[src/rtl/instr_fetch_ctrl_pkg.sv]
// ifc_pkg: shared definitions for the instruction fetch sequencer.
//   - ifc_state_e : FSM state encoding (IDLE/FETCH/ISSUE/HALT)
//   - instruction field bit positions within the 16-bit word
//   - default halt opcode, which only matters when IFC_HALT_OPCODE_EN is defined
package ifc_pkg;

  typedef enum logic [1:0] {
    ST_IDLE  = 2'd0,
    ST_FETCH = 2'd1,
    ST_ISSUE = 2'd2,
    ST_HALT  = 2'd3
  } ifc_state_e;

  // Instruction word layout: [15:14] unused, [13:12] reg_sel, [11:8] opcode, [7:0] imm
  localparam int REG_SEL_MSB = 13;
  localparam int REG_SEL_LSB = 12;
  localparam int OPC_MSB     = 11;
  localparam int OPC_LSB     = 8;
  localparam int IMM_MSB     = 7;
  localparam int IMM_LSB     = 0;

  localparam logic [3:0] DEFAULT_HALT_OPCODE = 4'hF;

endpackage

[src/rtl/instr_fetch_ctrl_pc_reg.sv]
// ifc_pc_reg: program counter for the fetch sequencer.
// Load priority: reset, start load (START_ADDR), jump load, increment.
// The increment wraps at ROM_DEPTH-1; an out-of-range jump target loads 0.
// Ports:
//   clk, rst    : clock, synchronous active-high reset (pc <= START_ADDR)
//   load_start  : load START_ADDR
//   load_jmp    : load jmp_addr (clamped to 0 when >= ROM_DEPTH)
//   inc         : advance to the next ROM cell with wrap
//   jmp_addr    : jump target
//   pc          : current program counter
module ifc_pc_reg #(
  parameter int                ROM_DEPTH  = 16,
  parameter int                ADDR_W     = 5,
  parameter logic [ADDR_W-1:0] START_ADDR = '0
) (
  input  logic              clk,
  input  logic              rst,
  input  logic              load_start,
  input  logic              load_jmp,
  input  logic              inc,
  input  logic [ADDR_W-1:0] jmp_addr,
  output logic [ADDR_W-1:0] pc
);

  localparam logic [ADDR_W-1:0] LAST_ADDR = ADDR_W'(ROM_DEPTH - 1);

  logic                 jmp_in_range;
  logic [ADDR_W-1:0]    jmp_target;
  logic [ADDR_W-1:0]    pc_next_seq;

  // Compare at 32 bits so a ROM_DEPTH of 2**ADDR_W still behaves correctly.
  assign jmp_in_range = (32'(jmp_addr) < 32'(ROM_DEPTH));
  assign jmp_target   = jmp_in_range ? jmp_addr : '0;
  assign pc_next_seq  = (pc == LAST_ADDR) ? '0 : pc + ADDR_W'(1);

  always_ff @(posedge clk) begin
    if (rst) begin
      pc <= START_ADDR;
    end else if (load_start) begin
      pc <= START_ADDR;
    end else if (load_jmp) begin
      pc <= jmp_target;
    end else if (inc) begin
      pc <= pc_next_seq;
    end
  end

endmodule

[src/rtl/instr_fetch_ctrl.sv]
// instr_fetch_ctrl: fetch sequencer for the 16-cell instruction ROM.
// Reads one ROM cell per instruction, latches it, and offers it to the
// execute stage; accepts jump redirects on the handshake.
//
// Optional feature (macro IFC_HALT_OPCODE_EN): an instruction whose opcode
// equals HALT_OPCODE parks the sequencer in HALT after its handshake.
// Without the macro HALT is unreachable and halted is constant 0.
//
// Ports:
//   clk, rst        : clock, synchronous active-high reset
//   start, stop     : begin fetching from START_ADDR / abort to IDLE
//   rom_oe, rom_addr: ROM read strobe and address (addr is 0 when not fetching)
//   rom_data        : ROM cell contents, combinational from rom_addr
//   instr_valid     : instruction/fields are valid (ISSUE state)
//   instr_ready     : execute stage accepts the instruction
//   instr           : latched instruction word
//   reg_sel/opcode/imm : slices of instr
//   jmp_en, jmp_addr: redirect, honoured only on the handshake cycle
//   pc              : address of the next fetch
//   busy, halted    : in FETCH/ISSUE, in HALT
//   state           : debug view of the FSM state (ifc_state_e encoding)
//
// Handshake: an instruction transfers on every rising edge where
// instr_valid && instr_ready are both high. While instr_valid is high and
// instr_ready low, instr and its fields are held unchanged; instr_valid never
// drops without a transfer except on stop or rst.
module instr_fetch_ctrl
  import ifc_pkg::*;
#(
  parameter int                ROM_DEPTH   = 16,
  parameter int                ADDR_W      = 5,
  parameter int                DATA_W      = 16,
  parameter logic [ADDR_W-1:0] START_ADDR  = '0,
  parameter logic [3:0]        HALT_OPCODE = DEFAULT_HALT_OPCODE
) (
  input  logic              clk,
  input  logic              rst,
  input  logic              start,
  input  logic              stop,
  output logic              rom_oe,
  output logic [ADDR_W-1:0] rom_addr,
  input  logic [DATA_W-1:0] rom_data,
  output logic              instr_valid,
  input  logic              instr_ready,
  output logic [DATA_W-1:0] instr,
  output logic [1:0]        reg_sel,
  output logic [3:0]        opcode,
  output logic [7:0]        imm,
  input  logic              jmp_en,
  input  logic [ADDR_W-1:0] jmp_addr,
  output logic [ADDR_W-1:0] pc,
  output logic              busy,
  output logic              halted,
  output logic [1:0]        state
);

  localparam logic [1:0] IDLE  = ST_IDLE;
  localparam logic [1:0] FETCH = ST_FETCH;
  localparam logic [1:0] ISSUE = ST_ISSUE;
  localparam logic [1:0] HALT  = ST_HALT;

`ifdef IFC_HALT_OPCODE_EN
  localparam bit HALT_EN = 1'b1;
`else
  localparam bit HALT_EN = 1'b0;
`endif

  logic [1:0]        state_q;
  logic [1:0]        state_d;
  logic [DATA_W-1:0] instr_q;
  logic              latch_instr;
  logic              pc_load_start;
  logic              pc_load_jmp;
  logic              pc_inc;
  logic              is_halt_instr;

  // With the feature compiled out this is constant 0, so HALT is never entered.
  assign is_halt_instr = HALT_EN && (instr_q[OPC_MSB:OPC_LSB] == HALT_OPCODE);

  // Next-state and PC control. stop always lands in IDLE, but a handshake
  // coinciding with stop still completes (including its jump).
  always_comb begin
    state_d       = state_q;
    latch_instr   = 1'b0;
    pc_load_start = 1'b0;
    pc_load_jmp   = 1'b0;
    pc_inc        = 1'b0;
    case (state_q)
      IDLE: begin
        if (!stop && start) begin
          state_d       = FETCH;
          pc_load_start = 1'b1;
        end
      end
      FETCH: begin
        if (stop) begin
          state_d = IDLE;
        end else begin
          latch_instr = 1'b1;
          pc_inc      = 1'b1;
          state_d     = ISSUE;
        end
      end
      ISSUE: begin
        if (instr_ready) begin
          if (is_halt_instr) begin
            // Jump on a halt handshake is dropped; pc is held.
            state_d = stop ? IDLE : HALT;
          end else begin
            pc_load_jmp = jmp_en;
            state_d     = stop ? IDLE : FETCH;
          end
        end else if (stop) begin
          state_d = IDLE;
        end
      end
      HALT: begin
        if (stop) begin
          state_d = IDLE;
        end else if (start) begin
          state_d       = FETCH;
          pc_load_start = 1'b1;
        end
      end
      default: state_d = IDLE;
    endcase
  end

  always_ff @(posedge clk) begin
    if (rst) begin
      state_q <= IDLE;
      instr_q <= '0;
    end else begin
      state_q <= state_d;
      if (latch_instr) begin
        instr_q <= rom_data;
      end
    end
  end

  ifc_pc_reg #(
    .ROM_DEPTH  (ROM_DEPTH),
    .ADDR_W     (ADDR_W),
    .START_ADDR (START_ADDR)
  ) u_pc_reg (
    .clk        (clk),
    .rst        (rst),
    .load_start (pc_load_start),
    .load_jmp   (pc_load_jmp),
    .inc        (pc_inc),
    .jmp_addr   (jmp_addr),
    .pc         (pc)
  );

  assign rom_oe      = (state_q == FETCH);
  assign rom_addr    = (state_q == FETCH) ? pc : '0;
  assign instr_valid = (state_q == ISSUE);
  assign busy        = (state_q == FETCH) || (state_q == ISSUE);
  assign halted      = HALT_EN && (state_q == HALT);
  assign state       = state_q;

  assign instr   = instr_q;
  assign reg_sel = instr_q[REG_SEL_MSB:REG_SEL_LSB];
  assign opcode  = instr_q[OPC_MSB:OPC_LSB];
  assign imm     = instr_q[IMM_MSB:IMM_LSB];

endmodule

[config.mk]
export PLATFORM = sky130hd
export DESIGN_NAME = instr_fetch_ctrl
export DESIGN_NICKNAME = d
export VERILOG_FILES = /design/src/rtl/instr_fetch_ctrl_pkg.sv /design/src/rtl/instr_fetch_ctrl_pc_reg.sv /design/src/rtl/instr_fetch_ctrl.sv
export SDC_FILE = /design/constraint.sdc
export NUM_CORES = 1
export LEC_CHECK = 0
export ABC_AREA = 1
export CORE_MARGIN = 1.5
export CORE_UTILIZATION = 41
export DETAILED_ROUTE_END_ITERATION = 16
export GPL_ROUTABILITY_DRIVEN = 0
export PLACE_DENSITY = 0.84
export SYNTH_ARGS = -nofsm -noshare
export SYNTH_HDL_FRONTEND = slang
export SYNTH_SLANG_ARGS = --single-unit
[constraint.sdc]
create_clock -name clk -period 2 [get_ports clk]
set_input_delay 0.4 -clock clk [delete_from_list [all_inputs] [get_ports clk]]
set_output_delay 0.4 -clock clk [all_outputs]
set_load 0.02 [all_outputs]
==> flow_summary_export.csv, run 1 <==
group,metric,value,unit
synth,synth_edf_count,0,
synth,ys_seq_elements,23,
global_routing,grt_max_degree,24,
sta,rsz0062_at_grt,"false",
sta,fin_skew,0.00371,ns
sta,fin_ws,0.113,ns
synth,ys.flop_type,"dfxtp_1",
critical_path,rrSetupSlack,0.50,ns
pwr,total_power,2320,µW
clocking,cts.sinks,23,
floorplanning,ioPinCount,73,
sta,setup_viol,0,
synth,syn_avg_cell_area,6.82,µm²
synth,synthCells,195,
sta,slew_violations,0,
placed_design,dp_cells,293,
route,route.detailed.drc,0,
clocking,cts_setup_buffers,0,
critical_path,endpoint_kind,"output pin",
clocking,root_buffer,"clkbuf_4",
global_routing,use_met1,21.5,%
route,first_pass_iters,4,
synth,synth_fp_nets,230,
global_routing,grt-busiest-layer,"met2",
synth,synth.yosys.seq_area_share,34.6,%
sta,hold_viol,0,
critical_path,r2r.worst_path.cells,6,
floorplanning,start_util,43.2,%
clocking,cts_buffers,3,
global_routing,track_usage,18.7,%
synth,synth_area_leaders,"dfxtp_1, nor2_1, nand2_1",
clocking,clk_latency,0.31,ns
layout,final_nets,289,
floorplanning,core,3080,µm²
floorplanning,rows,20,
pwr,peakVddDrop,0.559,mV
synth,yosys_warnings,0,
clocking,cts-hold-fix-buffers,0,
critical_path,crit_start,"state[0]",
global_routing,grt_pass1_wl,5210,µm
synth,syn-cell-area,1330,µm²
critical_path,cp_slowest_stage_delay,0.41,ns
route,wl_per_cell,10.7,µm
layout,final_common_cell,"clkdlybuf4s50_1",
clocking,clk_pin_slew,0.13,ns
critical_path,start_kind,"flip-flop",
pwr,leakage,0.000942,µW
synth,synth_top_area_share,34.6,%
critical_path,cp_top_family,"buffers and inverters",
global_routing,grt_use_met3,3.90,%
layout,drive_gt1_share,6.72,%
clocking,htree_levels,1,
critical_path,critPathKind,"reg2out",
critical_path,crit_chain,"inv_1, ha_1, clkdlybuf4s15_1",
placed_design,portBuffers,71,
floorplanning,die_w,60.0,µm
layout,fin_cells,297,
route,wl,3190,µm
layout,syn_to_final_growth,50.5,%
layout,layout_common_cells,"clkdlybuf4s50_1, nor2_1, nand2_1, dfxtp_1, inv_1",
sta,fmax,0.530,GHz
critical_path,reg2reg_from,"state[0]",
hold_path,whs_path_depth,2,
global_routing,grt_pass1_vias,1244,
critical_path,required,1.60,ns
hold_path,hp-class,"reg2reg",
job,cap_viol_max_count,0,
placed_design,dp_hpwl,2430,µm
critical_path,worstPathMaxFanout,5,
critical_path,crit_buf_inv,2,
hold_path,hold_path_end,"instr[14]",
outcome,status,"completed",
route,first_iter_violations,46,
sta,min_period_over_period,94.4,%
floorplanning,die_area,3590,µm²
sta,finalCriticalPeriod,1.89,ns
route,avgViaCountPerCell,4.65,
synth,ys_types,19,
global_routing,grtUsageMet2,33.4,%
synth,yosys.area.top_type,"dfxtp_1",
route,ant_nets,0,
synth,synth_async_sr_flop_share,0,%
hold_path,min_from,"instr[14]",
global_routing,antenna_found_initial,0,
layout,antenna_cells,0,
critical_path,r2r-end,"u_pc_reg.pc[2]",
critical_path,critPathSlowestCell,"dfxtp_2",
sta,fin_setup_tns,0,ns
placed_design,pre_cts_slack,0.0766,ns
pwr,power.density,1160,nW/µm²
global_routing,gr-total-overflow,0,
clocking,cts_max_path_buffers,2,
clocking,cts_tree,"yes",
route,via_count,1381,
floorplanning,die_h,60.0,µm
critical_path,worstPathArrival,1.49,ns
==> layout make-up <==
cell class              instances  area (µm²)
fillers                       295        1080
repair buffers                 75         732
multi-input cells             129         643
flip-flops and latches         23         462
inverters                      22        82.6
well taps                      44        55.1
clock buffers                   3        22.5
clock inverters                 1        5.00
==> flip-flops by register name (all words and copies together) (netlist names) <==
register / flops
instr: 16
u_pc_reg.pc: 5
state: 2
==> stage by stage <==
step,cell area (µm²),hold slack [ns],utilization [%]
after floorplan,1330,0.539,-
after global placement,1970,0.464,64.0
after detailed placement,1970,0.477,64.0
after CTS,2000,0.501,65.0
after global routing,2000,0.535,65.0
final,2000,0.496,65.0
==> kinds of logic (layout without fill, tap and decap cells) <==
kind of cell | count (synthesis) | after routing | synth area share, %
AOI/OAI and AO/OA | 21 | 21 | 7.90
adders and majority gates | 8 | 8 | 7.53
buffers and inverters | 43 | 101 | 18.0
DFF | 23 | 23 | 34.6
other | 1 | 1 | 0.282
and+or+nand+nor | 99 | 99 | 31.7
==> repair_timing <==
| action | 4_1_cts | 5_1_grt |
|---|---|---|
| cloned | 0 | 0 |
| endpoints found under the setup margin | 8 | 1 |
| gates resized for setup | 11 | 1 |
==> how the worst max path moves through the flow <==
| stage | end | cells past startpoint |
|---|---|---|
| detailed placement | rom_addr[1] | 5 |
| global route | busy | 3 |
| CTS | busy | 3 |
| finish | busy | 3 |
| global placement | rom_addr[4] | 5 |
| floorplan | rom_addr[2] | 4 |
==> synth_stat cells (2+ instances only) <==
master    count
nor2_1       43
nand2_1      35
dfxtp_1      23
inv_1        20
o21ai_0      17
buf_4        16
nand3_1      14
ha_1          8
a21oi_1       4
nand3_2       3
buf_6         2
clkbuf_2      2
inv_2         2
==> worst register-to-register path, stage by stage (launching register included) <==
cell	delay, ns
dfxtp_2	0.41
inv_1	0.12
ha_1	0.24
or2_2	0.28
nand2_1	0.17
nand3_1	0.10
a21oi_1	0.12
==> per-layer routing <==
layer,part of all wire (%),vias up,routed length [µm]
li1,-,705,-
met1,42,613,1330
met2,50,57,1600
met3,6.8,6,217
met4,1.3,0,42
met5,0,-,0
==> where the power goes <==
group	leakage (µW)	switching [µW]	internal [µW]
Combinational	0.000736	771	638
Clock	0.0000177	143	74.7
Sequential	0.000188	112	582
Total	0.000942	1030	1290
No activity file was read; power rests on OpenSTA's default activity.
==> run 2: changes to the inputs <==
--- a/config.mk
+++ b/config.mk
@@ -6,11 +6,14 @@
 export NUM_CORES = 1
 export LEC_CHECK = 0
 export ABC_AREA = 1
+export CELL_PAD_IN_SITES_DETAIL_PLACEMENT = 0
+export CELL_PAD_IN_SITES_GLOBAL_PLACEMENT = 1
 export CORE_MARGIN = 1.5
-export CORE_UTILIZATION = 41
+export CORE_UTILIZATION = 27
 export DETAILED_ROUTE_END_ITERATION = 16
 export GPL_ROUTABILITY_DRIVEN = 0
-export PLACE_DENSITY = 0.84
+export PLACE_DENSITY_LB_ADDON = 0.1
+export SLEW_MARGIN = 20
 export SYNTH_ARGS = -nofsm -noshare
 export SYNTH_HDL_FRONTEND = slang
 export SYNTH_SLANG_ARGS = --single-unit
==> run 2 against run 1 <==
  * Non-clock buffer count grew 1
  * Highest routed layer unchanged
  * Final cell count grew 8.1%
  * Register-to-register slack lost 0.03 ns
  * Critical endpoint is now rom_oe
  * Largest power group unchanged
==> flow_summary_export.csv, run 2 (synthesized netlist as in run 1, its figures left out) <==
group,metric,value,unit
clocking,cts_buffers,3,
hold_path,hp-class,"reg2reg",
sta,finalCriticalPeriod,1.92,ns
outcome,status,"completed",
clocking,clk_pin_slew,0.08,ns
sta,fin_setup_tns,0,ns
critical_path,cp_top_family,"buffers and inverters",
sta,rsz0062_at_grt,"false",
sta,fmax,0.521,GHz
global_routing,grt_max_degree,25,
critical_path,critPathSlowestCell,"clkdlybuf4s50_1",
clocking,root_buffer,"clkbuf_8",
route,wl_per_cell,10.8,µm
floorplanning,die_area,5360,µm²
global_routing,grt_pass1_vias,1206,
route,ant_nets,0,
critical_path,required,1.60,ns
layout,largest_reg_flops,16,
critical_path,cp_slowest_stage_delay,0.61,ns
global_routing,grt_pass1_wl,5510,µm
route,first_pass_iters,4,
layout,syn_to_final_growth,54.9,%
pwr,peakVddDrop,0.351,mV
sta,fin_skew,0.00201,ns
pwr,power.density,1170,nW/µm²
global_routing,gr-total-overflow,0,
layout,final_common_cell,"clkdlybuf4s50_1",
floorplanning,rows,25,
sta,setup_viol,0,
floorplanning,die_h,73.2,µm
placed_design,post_dp_cell_area,2010,µm²
critical_path,crit_chain,"inv_1, ha_4, clkdlybuf4s50_1",
sta,hold_viol,0,
placed_design,portBuffers,71,
layout,design_area,2060,µm²
clocking,clk_latency,0.26,ns
clocking,cts_tree,"yes",
floorplanning,ioPinCount,73,
critical_path,crit_buf_inv,2,
floorplanning,core,4720,µm²
critical_path,endpoint_kind,"output pin",
clocking,cts.sinks,23,
global_routing,antenna_found_initial,0,
layout,final_nets,290,
floorplanning,die_w,73.2,µm
route,route.detailed.drc,0,
layout,drive_gt1_share,7.09,%
sta,timing.hold.ws,0.490,ns
job,cap_viol_max_count,0,
clocking,cts_max_path_buffers,2,
route,via_count,1332,
route,first_iter_violations,60,
sta,min_period_over_period,96.0,%
sta,slew_violations,0,
critical_path,start_kind,"flip-flop",
clocking,htree_levels,1,
clocking,cts_setup_buffers,0,
critical_path,worstPathArrival,1.52,ns
layout,layout_common_cells,"clkdlybuf4s50_1, nor2_1, nand2_1, dfxtp_1, inv_1",
route,wl,3460,µm
layout,antenna_cells,0,
route,avgViaCountPerCell,4.15,
critical_path,worstPathMaxFanout,7,
floorplanning,start_util,28.2,%
pwr,leakage,0.000967,µW
critical_path,critPathKind,"reg2out",
global_routing,track_usage,13.1,%
placed_design,dp_hpwl,2520,µm
-- run 2: cell count changes in the layout (fill, tap and decap cells not counted), sizes merged --
cell / previous run / this run
buf: 4 / 5
clkdlybuf4s15: 1 / 0
clkdlybuf4s50: 63 / 64
dlygate4sd2: 7 / 6
dlymetal6s2s: 0 / 1
-- run 2: stage by stage --
step | power [µW] | setup slack (ns) | util (%) | std cells
2_1_floorplan | 1600 | 0.408 | - | 195
3_3_place_gp | 2140 | 0.134 | 42.5 | 317
3_5_place_dp | 2140 | 0.135 | 42.5 | 317
4_1_cts | 2450 | 0.0144 | 43.6 | 321
5_1_grt | 2610 | 0.0135 | 43.6 | 321
6_report | 2400 | 0.0796 | 43.6 | 321
-- run 2: final cells by class --
type	instances	area, µm²
Multi-Input combinational cell	129	643
Sequential cell	23	462
Inverter	22	82.6
Fill cell	489	2660
Clock buffer	3	41.3
Tap cell	67	83.8
Clock inverter	1	5.00
Timing Repair Buffer	76	743
-- run 2: path summary, 6_finish.rpt --
| kind | from | end | slack, ns | cells after the start |
|---|---|---|---|---|
| setup / recovery | state[1] | rom_oe | 0.08 | 3 |
| setup reg to reg | state[0] | u_pc_reg.pc[0] | 0.47 | 7 |
| hold / removal | instr[15] | instr[15] | 0.49 | 2 |
| hold reg to reg | instr[15] | instr[15] | 0.49 | 2 |
-- run 2: power by group --
part	switching [µW]	total (µW)	leakage [µW]	internal [µW]
sequential	109	692	0.000188	583
clock	150	289	0.0000255	139
combinational	771	1420	0.000753	654
-- run 2: what timing repair did --
item | CTS | global route
setup endpoints to repair | 7 | 1
pin swaps | 0 | 0
gates resized for setup | 9 | 1
hold buffers | 0 | 0
-- run 2: metal layers --
layer / routed length (µm) / GRT usage, % / part of all wire (%)
met5: 0 / 0 / 0
met4: 15 / 3.77 / 0.43
met3: 187 / 1.93 / 5.4
met2: 1540 / 21.7 / 45
met1: 1710 / 17.6 / 50
-- run 2: tightest hold or removal path, stage by stage (launching register included) --
cell     delay, ns
dfxtp_1       0.33
nor2_1        0.05
nor2_1        0.08
==> run 3: changes to the inputs <==
--- a/config.mk
+++ b/config.mk
@@ -12,6 +12,7 @@
 export CORE_UTILIZATION = 27
 export DETAILED_ROUTE_END_ITERATION = 16
 export GPL_ROUTABILITY_DRIVEN = 0
+export MAX_ROUTING_LAYER = met4
 export PLACE_DENSITY_LB_ADDON = 0.1
 export SLEW_MARGIN = 20
 export SYNTH_ARGS = -nofsm -noshare
==> run 3 against run 2 <==
  * Final cell count did not move
  * Clock skew barely moved
  * Core utilization did not move
  * Power barely moved
  * Wire length did not move
  * Via count did not move
  * Worst hold slack barely moved
  * Clock power barely moved
  * Combinational power barely moved
  * Clock-buffer cell count did not move
  * Non-clock buffer count did not move
  * Sequential cell count did not move
  * Critical path type unchanged
  * Critical endpoint unchanged
  * Highest routed layer unchanged
==> flow_summary_export.csv, run 3 (synthesized netlist as in run 1, its figures left out) <==
group,metric,value,unit
pwr,p_sw,1030,µW
global_routing,gr-total-overflow,0,
outcome,status,"completed",
sta,setup_viol,0,
global_routing,grt_use_met3,1.93,%
layout,layout_common_cells,"clkdlybuf4s50_1, nor2_1, nand2_1, dfxtp_1, inv_1",
placed_design,portBuffers,71,
layout,design_area,2060,µm²
clocking,cts.sinks,23,
critical_path,critPathSlowestCell,"clkdlybuf4s50_1",
hold_path,hp-class,"reg2reg",
critical_path,rrSetupSlack,0.47,ns
clocking,cts_max_path_buffers,2,
clocking,cts_setup_buffers,0,
clocking,htree_levels,1,
global_routing,grt_pass1_vias,1205,
clocking,clk_latency,0.26,ns
clocking,root_buffer,"clkbuf_8",
sta,hold_viol,0,
global_routing,grt_pass1_wl,5510,µm
global_routing,grtUsageMet2,21.7,%
floorplanning,start_util,28.2,%
route,first_iter_violations,60,
critical_path,worstPathMaxFanout,7,
layout,fin_util,43.6,%
pwr,power.density,1170,nW/µm²
critical_path,start_kind,"flip-flop",
layout,antenna_cells,0,
clocking,cts-hold-fix-buffers,0,
critical_path,crit_chain,"inv_1, ha_4, clkdlybuf4s50_1",
clocking,clk_pin_slew,0.08,ns
global_routing,use_met1,17.6,%
pwr,p_comb_share,59.2,%
global_routing,grt-busiest-layer,"met2",
route,avgViaCountPerCell,4.15,
critical_path,required,1.60,ns
pwr,peakVddDrop,0.351,mV
critical_path,reg2reg_from,"state[0]",
layout,final_nets,290,
floorplanning,rows,25,
clocking,cts_tree,"yes",
critical_path,worstPathArrival,1.52,ns
critical_path,r2r-end,"u_pc_reg.pc[0]",
sta,slew_violations,0,
placed_design,dp_hpwl,2520,µm
placed_design,post_dp_cell_area,2010,µm²
layout,final_common_cell,"clkdlybuf4s50_1",
sta,fmax,0.521,GHz
sta,fin_setup_tns,0,ns
route,via_count,1332,
layout,n_fill_cell,489,
floorplanning,ioPinCount,73,
route,route.detailed.drc,0,
clocking,cts_buffers,3,
hold_path,whs_path_depth,2,
sta,rsz0062_at_grt,"false",
job,cap_viol_max_count,0,
hold_path,min_from,"instr[15]",
critical_path,r2r.worst_path.cells,7,
route,first_pass_iters,4,
critical_path,endpoint_kind,"output pin",
pwr,pwr-share-clk,12.0,%
critical_path,cp_slowest_stage_delay,0.61,ns
floorplanning,die_area,5360,µm²
pwr,leakage,0.000967,µW
global_routing,track_usage,13.5,%
floorplanning,die_w,73.2,µm
floorplanning,core,4720,µm²
sta,fin_skew,0.00200,ns
sta,finalCriticalPeriod,1.92,ns
layout,largest_reg_flops,16,
global_routing,antenna_found_initial,0,
layout,drive_gt1_share,7.09,%
global_routing,grt_max_degree,25,
sta,min_period_over_period,96.0,%
pwr,intPower,1380,µW
route,ant_nets,0,
floorplanning,die_h,73.2,µm
route,wl,3460,µm
pwr,p_sw_share,42.8,%
pwr,pwr-share-seq,28.8,%
layout,syn_to_final_growth,54.9,%
hold_path,hold_path_end,"instr[15]",
route,wl_per_cell,10.8,µm
critical_path,critPathKind,"reg2out",
-- run 3: what timing repair did --
item | CTS | global route
gates cloned | 0 | 0
gates resized for setup | 9 | 1
setup endpoints to repair | 7 | 1
-- run 3: routing by layer --
layer / vias up / wire, µm
met5: - / 0
met4: 0 / 17
met3: 2 / 187
met2: 41 / 1540
met1: 586 / 1710
li1: 703 / -
-- run 3: critical path, delay by kind of cell (launching register included) --
| family | cells | cell delay (ns) |
|---|---|---|
| adder cells (fa/ha/maj) | 1 | 0.20 |
| buffers and inverters | 2 | 0.75 |
| flip-flops | 1 | 0.32 |
-- run 3: per-stage QoR --
| stage | total power [µW] | setup WS, ns | hold slack [ns] | instances |
|---|---|---|---|---|
| finish | 2400 | 0.0797 | 0.490 | 321 |
| global route | 2610 | 0.0135 | 0.513 | 321 |
| CTS | 2450 | 0.0144 | 0.496 | 321 |
| detailed placement | 2140 | 0.135 | 0.477 | 317 |
| global placement | 2140 | 0.134 | 0.463 | 317 |
| floorplan | 1600 | 0.408 | 0.539 | 195 |
-- run 3: worst max path at each step --
stage | startpoint | endpoint | slack (ns) | cells past startpoint
floorplan | state[1] | rom_addr[2] | 0.41 | 4
global placement | state[1] | rom_addr[2] | 0.13 | 5
detailed placement | state[0] | rom_addr[2] | 0.14 | 4
CTS | state[0] | instr_valid | 0.01 | 3
global route | state[1] | rom_oe | 0.01 | 3
finish | state[1] | rom_oe | 0.08 | 3
-- run 3: cell type report --
cell class                      count  area [µm²]  share of cell area (%)
Timing Repair Buffer               76         743                    36.1
Multi-Input combinational cell    129         643                    31.2
Sequential cell                    23         462                    22.4
Tap cell                           67        83.8                    4.07
Inverter                           22        82.6                    4.01
Clock buffer                        3        41.3                    2.00
Clock inverter                      1        5.00                   0.243
-- run 3: power groups by stage --
| stage | Sequential, µW | Clock (µW) | Combinational [µW] |
|---|---|---|---|
| after detailed placement | 699 | 0 | 1440 |
| after floorplan | 840 | 0 | 757 |
| final | 692 | 289 | 1420 |
| after global placement | 696 | 0 | 1450 |
| after CTS | 696 | 311 | 1440 |
| after global routing | 716 | 325 | 1570 |
